File: config.mk
export PLATFORM = sky130hd
export DESIGN_NAME = mc_ctrl_flat
export DESIGN_NICKNAME = d
export VERILOG_FILES = /design/src/rtl/mc_ctrl_pkg.sv /design/src/rtl/mc_ctrl_if.sv /design/src/rtl/mc_ctrl_alu_dec.sv /design/src/rtl/mc_ctrl.sv /design/src/flat_wrapper.sv
export SDC_FILE = /design/constraint.sdc
export NUM_CORES = 1
export LEC_CHECK = 0
export CAP_MARGIN = 20
export CORE_MARGIN = 2
export CORE_UTILIZATION = 34
export DETAILED_ROUTE_END_ITERATION = 7
export HOLD_SLACK_MARGIN = 0.02
export PLACE_DENSITY = 0.79
export SYNTH_ARGS = -nofsm -noshare
export SYNTH_HDL_FRONTEND = slang
export SYNTH_HIERARCHICAL = 1
export SYNTH_SLANG_ARGS = --single-unit
File: constraint.sdc
create_clock -name clk -period 1.6 [get_ports clk]
set_clock_uncertainty 0.05 [all_clocks]
set_input_delay 0.16 -clock clk [delete_from_list [all_inputs] [get_ports clk]]
set_output_delay 0.16 -clock clk [all_outputs]
set_load 0.005 [all_outputs]
File: src/rtl/mc_ctrl_pkg.sv
// Shared definitions for the multi-cycle RISC-V sequencer.
// Holds opcode constants, ALUOp / ALUControl / ImmSrc / ResultSrc / ALU source
// encodings, the FSM state type with its state constants, and the ImmSrc
// decode helper used by the controller.
package mc_ctrl_pkg;

  // Opcodes recognised by the sequencer
  localparam logic [6:0] OP_LW  = 7'b0000011;
  localparam logic [6:0] OP_SW  = 7'b0100011;
  localparam logic [6:0] OP_R   = 7'b0110011;
  localparam logic [6:0] OP_I   = 7'b0010011;
  localparam logic [6:0] OP_JAL = 7'b1101111;
  localparam logic [6:0] OP_BEQ = 7'b1100011;

  // ALUOp from the sequencer to the ALU decoder
  localparam logic [1:0] ALUOP_ADD   = 2'b00;
  localparam logic [1:0] ALUOP_SUB   = 2'b01;
  localparam logic [1:0] ALUOP_FUNCT = 2'b10;

  // ALUControl encodings
  localparam logic [2:0] ALU_ADD = 3'b000;
  localparam logic [2:0] ALU_SUB = 3'b001;
  localparam logic [2:0] ALU_AND = 3'b010;
  localparam logic [2:0] ALU_OR  = 3'b011;
  localparam logic [2:0] ALU_SLT = 3'b101;

  // Immediate formats
  localparam logic [1:0] IMM_I = 2'b00;
  localparam logic [1:0] IMM_S = 2'b01;
  localparam logic [1:0] IMM_B = 2'b10;
  localparam logic [1:0] IMM_J = 2'b11;

  // Writeback / PC result mux
  localparam logic [1:0] RES_ALUOUT = 2'b00;
  localparam logic [1:0] RES_MEM    = 2'b01;
  localparam logic [1:0] RES_ALU    = 2'b10;

  // ALU operand muxes
  localparam logic [1:0] SRCA_PC    = 2'b00;
  localparam logic [1:0] SRCA_OLDPC = 2'b01;
  localparam logic [1:0] SRCA_RS1   = 2'b10;
  localparam logic [1:0] SRCB_RS2   = 2'b00;
  localparam logic [1:0] SRCB_IMM   = 2'b01;
  localparam logic [1:0] SRCB_FOUR  = 2'b10;

  // FSM state encoding
  typedef logic [3:0] state_t;
  localparam state_t ST_FETCH    = 4'd0;
  localparam state_t ST_DECODE   = 4'd1;
  localparam state_t ST_MEMADR   = 4'd2;
  localparam state_t ST_MEMREAD  = 4'd3;
  localparam state_t ST_MEMWB    = 4'd4;
  localparam state_t ST_MEMWRITE = 4'd5;
  localparam state_t ST_EXECR    = 4'd6;
  localparam state_t ST_EXECI    = 4'd7;
  localparam state_t ST_ALUWB    = 4'd8;
  localparam state_t ST_JAL      = 4'd9;
  localparam state_t ST_BEQ      = 4'd10;
  localparam state_t ST_TRAP     = 4'd11;

  // Immediate format selected purely by opcode; formats without an
  // immediate (R-type, unknown) fall back to I.
  function automatic logic [1:0] imm_src(input logic [6:0] op);
    case (op)
      OP_SW:   return IMM_S;
      OP_BEQ:  return IMM_B;
      OP_JAL:  return IMM_J;
      default: return IMM_I;
    endcase
  endfunction

endpackage

File: src/rtl/mc_ctrl_if.sv
// Memory-port handshake between the sequencer and the single memory port.
//   mem_req   : access active, AdrSrc/MemWrite valid (controller -> memory)
//   AdrSrc    : 0 = PC, 1 = ALUOut as address      (controller -> memory)
//   MemWrite  : store strobe                        (controller -> memory)
//   mem_ready : memory completes access this cycle  (memory -> controller)
interface mc_ctrl_if;
  logic mem_req;
  logic AdrSrc;
  logic MemWrite;
  logic mem_ready;

  modport master (
    output mem_req,
    output AdrSrc,
    output MemWrite,
    input  mem_ready
  );

  modport slave (
    input  mem_req,
    input  AdrSrc,
    input  MemWrite,
    output mem_ready
  );
endinterface

File: src/rtl/mc_ctrl_alu_dec.sv
// Combinational ALU decoder.
//   alu_op_i   : 00 add, 01 sub, 10 decode from funct fields
//   funct3_i   : IR[14:12]
//   funct7_i   : IR[30]
//   op5_i      : opcode bit 5 (distinguishes R-type from I-type ALU ops)
//   alu_ctrl_o : ALUControl
module mc_ctrl_alu_dec
  import mc_ctrl_pkg::*;
(
  input  logic [1:0] alu_op_i,
  input  logic [2:0] funct3_i,
  input  logic       funct7_i,
  input  logic       op5_i,
  output logic [2:0] alu_ctrl_o
);

  always_comb begin
    alu_ctrl_o = ALU_ADD;
    case (alu_op_i)
      ALUOP_SUB: alu_ctrl_o = ALU_SUB;
      ALUOP_FUNCT: begin
        case (funct3_i)
          // IR[30] only means sub for R-type; addi keeps immediate bits there
          3'b000:  alu_ctrl_o = (op5_i & funct7_i) ? ALU_SUB : ALU_ADD;
          3'b010:  alu_ctrl_o = ALU_SLT;
          3'b110:  alu_ctrl_o = ALU_OR;
          3'b111:  alu_ctrl_o = ALU_AND;
          default: alu_ctrl_o = ALU_ADD;
        endcase
      end
      default: alu_ctrl_o = ALU_ADD;
    endcase
  end

endmodule

File: src/rtl/mc_ctrl.sv
// Multi-cycle sequencer: walks each instruction through fetch / decode /
// execute / memory / writeback, driving the shared ALU, the single memory
// port and the register file. Stalls on mem_ready, traps on unknown opcodes.
// Ports:
//   clk, rst     : clock, synchronous active-high reset
//   mem          : memory handshake (mem_req, AdrSrc, MemWrite / mem_ready)
//   op, funct3, funct7 : instruction fields from the IR
//   Zero         : ALU zero flag
//   IRWrite, PCWrite, RegWrite : strobes
//   ALUSrcA, ALUSrcB, ResultSrc, ImmSrc, ALUControl : datapath selects
//   instr_done   : pulse in the last cycle of each instruction
//   illegal      : high while trapped
module mc_ctrl
  import mc_ctrl_pkg::*;
(
  input  logic             clk,
  input  logic             rst,
  mc_ctrl_if.master        mem,
  input  logic [6:0]       op,
  input  logic [2:0]       funct3,
  input  logic             funct7,
  input  logic             Zero,
  output logic             IRWrite,
  output logic             PCWrite,
  output logic             RegWrite,
  output logic [1:0]       ALUSrcA,
  output logic [1:0]       ALUSrcB,
  output logic [1:0]       ResultSrc,
  output logic [1:0]       ImmSrc,
  output logic [2:0]       ALUControl,
  output logic             instr_done,
  output logic             illegal
);

  state_t     state_q, state_d;
  logic [1:0] alu_op;
  logic       pc_update;
  logic       branch;
  logic       mem_req_c, adr_src_c, mem_write_c;

  always_ff @(posedge clk) begin
    if (rst) state_q <= ST_FETCH;
    else     state_q <= state_d;
  end

  always_comb begin
    state_d     = state_q;
    mem_req_c   = 1'b0;
    adr_src_c   = 1'b0;
    mem_write_c = 1'b0;
    IRWrite     = 1'b0;
    pc_update   = 1'b0;
    branch      = 1'b0;
    RegWrite    = 1'b0;
    ALUSrcA     = SRCA_PC;
    ALUSrcB     = SRCB_RS2;
    ResultSrc   = RES_ALUOUT;
    alu_op      = ALUOP_ADD;
    instr_done  = 1'b0;
    illegal     = 1'b0;
    case (state_q)
      ST_FETCH: begin
        // PC+4 goes straight from the ALU into PC while IR captures the word
        mem_req_c = 1'b1;
        ALUSrcB   = SRCB_FOUR;
        ResultSrc = RES_ALU;
        IRWrite   = mem.mem_ready;
        pc_update = mem.mem_ready;
        if (mem.mem_ready) state_d = ST_DECODE;
      end
      ST_DECODE: begin
        // OldPC + imm lands in ALUOut as the branch target for BEQ
        ALUSrcA = SRCA_OLDPC;
        ALUSrcB = SRCB_IMM;
        case (op)
          OP_LW, OP_SW: state_d = ST_MEMADR;
          OP_R:         state_d = ST_EXECR;
          OP_I:         state_d = ST_EXECI;
          OP_JAL:       state_d = ST_JAL;
          OP_BEQ:       state_d = ST_BEQ;
          default:      state_d = ST_TRAP;
        endcase
      end
      ST_MEMADR: begin
        ALUSrcA = SRCA_RS1;
        ALUSrcB = SRCB_IMM;
        state_d = (op == OP_SW) ? ST_MEMWRITE : ST_MEMREAD;
      end
      ST_MEMREAD: begin
        mem_req_c = 1'b1;
        adr_src_c = 1'b1;
        if (mem.mem_ready) state_d = ST_MEMWB;
      end
      ST_MEMWB: begin
        ResultSrc  = RES_MEM;
        RegWrite   = 1'b1;
        instr_done = 1'b1;
        state_d    = ST_FETCH;
      end
      ST_MEMWRITE: begin
        mem_req_c   = 1'b1;
        adr_src_c   = 1'b1;
        mem_write_c = 1'b1;
        if (mem.mem_ready) begin
          instr_done = 1'b1;
          state_d    = ST_FETCH;
        end
      end
      ST_EXECR: begin
        ALUSrcA = SRCA_RS1;
        ALUSrcB = SRCB_RS2;
        alu_op  = ALUOP_FUNCT;
        state_d = ST_ALUWB;
      end
      ST_EXECI: begin
        ALUSrcA = SRCA_RS1;
        ALUSrcB = SRCB_IMM;
        alu_op  = ALUOP_FUNCT;
        state_d = ST_ALUWB;
      end
      ST_ALUWB: begin
        ResultSrc  = RES_ALUOUT;
        RegWrite   = 1'b1;
        instr_done = 1'b1;
        state_d    = ST_FETCH;
      end
      ST_JAL: begin
        // PC <- jump target from ALUOut, ALU forms OldPC+4 for the link write
        ALUSrcA   = SRCA_OLDPC;
        ALUSrcB   = SRCB_FOUR;
        ResultSrc = RES_ALUOUT;
        pc_update = 1'b1;
        state_d   = ST_ALUWB;
      end
      ST_BEQ: begin
        ALUSrcA    = SRCA_RS1;
        ALUSrcB    = SRCB_RS2;
        alu_op     = ALUOP_SUB;
        ResultSrc  = RES_ALUOUT;
        branch     = 1'b1;
        instr_done = 1'b1;
        state_d    = ST_FETCH;
      end
      ST_TRAP: begin
        illegal = 1'b1;
      end
      default: state_d = ST_FETCH;
    endcase
  end

  assign PCWrite      = pc_update | (branch & Zero);
  assign ImmSrc       = imm_src(op);
  assign mem.mem_req  = mem_req_c;
  assign mem.AdrSrc   = adr_src_c;
  assign mem.MemWrite = mem_write_c;

  mc_ctrl_alu_dec u_alu_dec (
    .alu_op_i   (alu_op),
    .funct3_i   (funct3),
    .funct7_i   (funct7),
    .op5_i      (op[5]),
    .alu_ctrl_o (ALUControl)
  );

endmodule
File: src/flat_wrapper.sv
// flat-port wrapper written by rule: the top's interface ports become plain ports
module mc_ctrl_flat import mc_ctrl_pkg::*;
  (clk, rst, op, funct3, funct7, Zero, IRWrite, PCWrite, RegWrite, ALUSrcA, ALUSrcB, ResultSrc, ImmSrc, ALUControl, instr_done, illegal, mem_mem_req, mem_AdrSrc, mem_MemWrite, mem_mem_ready);
  mc_ctrl_if mem_i ();
  input  logic clk;
  input  logic rst;
  input  logic [6:0] op;
  input  logic [2:0] funct3;
  input  logic funct7;
  input  logic Zero;
  output logic IRWrite;
  output logic PCWrite;
  output logic RegWrite;
  output logic [1:0] ALUSrcA;
  output logic [1:0] ALUSrcB;
  output logic [1:0] ResultSrc;
  output logic [1:0] ImmSrc;
  output logic [2:0] ALUControl;
  output logic instr_done;
  output logic illegal;
  output wire logic [$bits(mem_i.mem_req)-1:0] mem_mem_req;
  output wire logic [$bits(mem_i.AdrSrc)-1:0] mem_AdrSrc;
  output wire logic [$bits(mem_i.MemWrite)-1:0] mem_MemWrite;
  input wire logic [$bits(mem_i.mem_ready)-1:0] mem_mem_ready;
  assign mem_mem_req = mem_i.mem_req;
  assign mem_AdrSrc = mem_i.AdrSrc;
  assign mem_MemWrite = mem_i.MemWrite;
  assign mem_i.mem_ready = mem_mem_ready;
  mc_ctrl u_core (.clk(clk), .rst(rst), .mem(mem_i), .op(op), .funct3(funct3), .funct7(funct7), .Zero(Zero), .IRWrite(IRWrite), .PCWrite(PCWrite), .RegWrite(RegWrite), .ALUSrcA(ALUSrcA), .ALUSrcB(ALUSrcB), .ResultSrc(ResultSrc), .ImmSrc(ImmSrc), .ALUControl(ALUControl), .instr_done(instr_done), .illegal(illegal));
endmodule
==> results.tsv <==
metric	value	unit
post-synthesis register bit count	4	
critical path depth	7	
Mapped Area	603	um^2
crit path from	u_core/state_q[2]$_SDFFE_PP0P_	
first-pass GRT wire length	3840	um
HPWL after DPL	1670	um
Vias/cell	5.51	
Syn Area/Cell	7.10	um^2
initial antenna violation count	0	
number of max-cap violations	0	
Largest regs	u_core/state_q x4	
reg-to-reg endpoint	u_core/state_q[0]$_SDFFE_PP0P_	
EDFF count, synth	0	
Die Ht	46.1	um
DIE AREA	0.00213	mm^2
CTS root buf	clkbuf_4	
CP max stage cell	dfxtp_2	
sequential power share	0.162	
via count	948	
layout cells sized above 1	0.548	
final core occ	0.795	
Clock Sinks	4	
1st-pass router iterations	4	
row count	15	
vias in the first global route	947	
Psw	317	uW
total gr overflow	0	
ant diodes	0	
Register-to-Register Path Depth	7	
worst r2r src	u_core/state_q[3]$_SDFFE_PP0P_	
Slew @ Worst Pin	0.272	ns
critical path arrival	1.61	ns
# DRC	0	
Setup CP Type	flop to output pin	
ys async rst share	0	
Crit path largest cell delay	0.33	ns
Switching Share	0.375	
insertion delay to the later sink of the worst-skew pair	0.24	ns
largest fanout on the critical path	3	
GRT Total Usage	0.243	
hold-fix buffers at CTS	0	
Synthesis Warnings	6	
Int Pwr	527	uW
Synth Net Count	102	
Clock power frac	0.157	
Buf+Inv Stages, Crit Path	3	
Iter 0 DRT Violations	18	
PortBufs	33	
startpoint types	flop	
status	finished, violations left	
failing checks	setup timing	
CTS tree	done	
combinational share of power	0.681	
unrepaired setup endpoints after global routing	true	
core region area	0.00169	mm^2
CP Data Required Time	1.39	ns
# setup viols final	6	
I/O Pins	34	
final layout net count	174	
Largest delay share family, worst path	simple AND/OR/NAND/NOR gates	
flop-to-flop setup slack	0.12	ns
HP Start	op[1]	
Die Width	46.1	um
Critical Path Sink	ALUControl[2]	
P&R area growth vs syn	123	%
Hold Crit Class	primary input to flop	
largest net degree at the start of global routing	16	
GPL Wtd Cong	0.789	
register with the most flip-flops	u_core/state_q	
f_max	0.550	GHz
Num CTS Buffers	3	
pwr/cell area	629	mW/mm^2
sequential-to-total area share from yosys stat	0.133	
Tot Pwr	844	uW
critical-path cell list	nand2b_4 -> nor2_4 -> buf_6 -> inv_4 -> ha_4 -> nor4b_4 -> buf_2	
Final min period	1.82	ns
Hold Fails Final Rpt	0	
Static Leak	0.000614	uW
Final WS setup	-0.217	ns
Worst setup EP type	output pin	
normalized max-slew margin	0.817	
Starting Density	0.357	
final antenna-violating net count	0	
Worst IR Drop VDD	0.316	mV
Synth cell types	39	
ys flop type	dfxtp_1	
CTS max path bufs	2	
max FFs per register	4	
drt wl/cell	14.3	um
crit share post-route	1.14	
max-slew violation count	0	
H-tree depth	1	
Cells after Synth	85	
Clock Pin Slew Worst Setup and Hold Paths	0.05	ns
Routed WL	2470	um
area by class of cell:
class | count | area, um^2
multi-input combinational | 70 | 612
timing repair buffer | 71 | 568
fill | 129 | 347
sequential | 4 | 90.1
inverter | 7 | 28.8
clock buffer | 3 | 22.5
tap | 17 | 21.3
power groups by stage:
stage          Combinational, uW  Sequential (uW)  Clock [uW]
2_1_floorplan                197              128           0
3_5_place_dp                 486              127           0
5_1_grt                      622              137         133
3_3_place_gp                 474              126           0
4_1_cts                      550              136         135
6_report                     575              137         133
tightest hold or removal path, delay by kind of cell:
kind / cells / cell delay, ns
simple gates: 3 / 0.22
buf+inv: 2 / 0.22
compound gates: 1 / 0.06
cells in the final DEF (no fill, tap or decap), types with 5 or more instances in the layout:
cell type,instances
buf_2,8
clkbuf_2,5
nor2_1,9
a21oi_1,5
clkdlybuf4s50_1,7
buf_6,7
buf_4,31
dlygate4sd2_1,11
nand2b_4,6
inv_1,5
layer usage:
| metal | share of wire | wire length (um) | GRT usage | vias to the layer above |
|---|---|---|---|---|
| li1 | - | - | - | 452 |
| met5 | 0 | 0 | 0 | - |
| met2 | 0.55 | 1360 | 0.517 | 48 |
| met1 | 0.37 | 903 | 0.238 | 442 |
| met3 | 0.060 | 147 | 0.0235 | 6 |
| met4 | 0.022 | 53 | 0.0629 | 0 |
worst min-delay path by stage:
stage,endpoint,slack [ns],cells past startpoint
floorplan,u_core/state_q[3]$_SDFFE_PP0P_,0.18,1
finish,u_core/state_q[2]$_SDFFE_PP0P_,0.40,6
CTS,u_core/state_q[2]$_SDFFE_PP0P_,0.45,4
detailed placement,u_core/state_q[2]$_SDFFE_PP0P_,0.53,2
global placement,u_core/state_q[2]$_SDFFE_PP0P_,0.51,2
global route,u_core/state_q[2]$_SDFFE_PP0P_,0.45,6
cells in the mapped netlist, drive strengths merged, types with 2 or more instances:
library cell,n,area share
xnor2,2,0.029
o21ai,6,0.050
nand2,4,0.025
a21oi,6,0.050
nand2b,8,0.095
clkbuf,2,0.012
nor2,11,0.068
inv,7,0.044
nor2b,2,0.021
ha,2,0.041
nor4,2,0.021
nor3,2,0.017
or2,2,0.021
buf,2,0.012
o31ai,2,0.025
dfxtp,4,0.13
metrics by stage:
stage | worst slack, ns | hold WS (ns) | cells | setup TNS, ns | area (um^2)
after floorplan | 0.0278 | 0.179 | 85 | 0 | 611
after global placement | -0.447 | 0.512 | 159 | -3.32 | 1160
after detailed placement | -0.452 | 0.528 | 159 | -3.65 | 1160
after CTS | -0.224 | 0.453 | 171 | -0.683 | 1330
after global routing | -0.288 | 0.453 | 172 | -1.23 | 1340
final | -0.217 | 0.403 | 172 | -0.705 | 1340
cells by family (layout without fill, tap and decap cells):
logic type,count (synthesis),in the layout,share of synthesized area
xor gates and xnor gates,2,2,0.0291
adders and majority gates,3,3,0.0581
buffers and inverters,11,81,0.0685
and+or+nand+nor,41,41,0.432
DFF,4,4,0.133
AOI/OAI and AO/OA,24,24,0.280
timing repair:
action | 4_1_cts | 5_1_grt
endpoints found under the hold margin | 0 | 0
pin swaps | 10 | 11
setup buffers | 11 | 2
resized for setup | 82 | 22
endpoints found under the setup margin | 20 | 13
(Power assumes the default switching activity.)
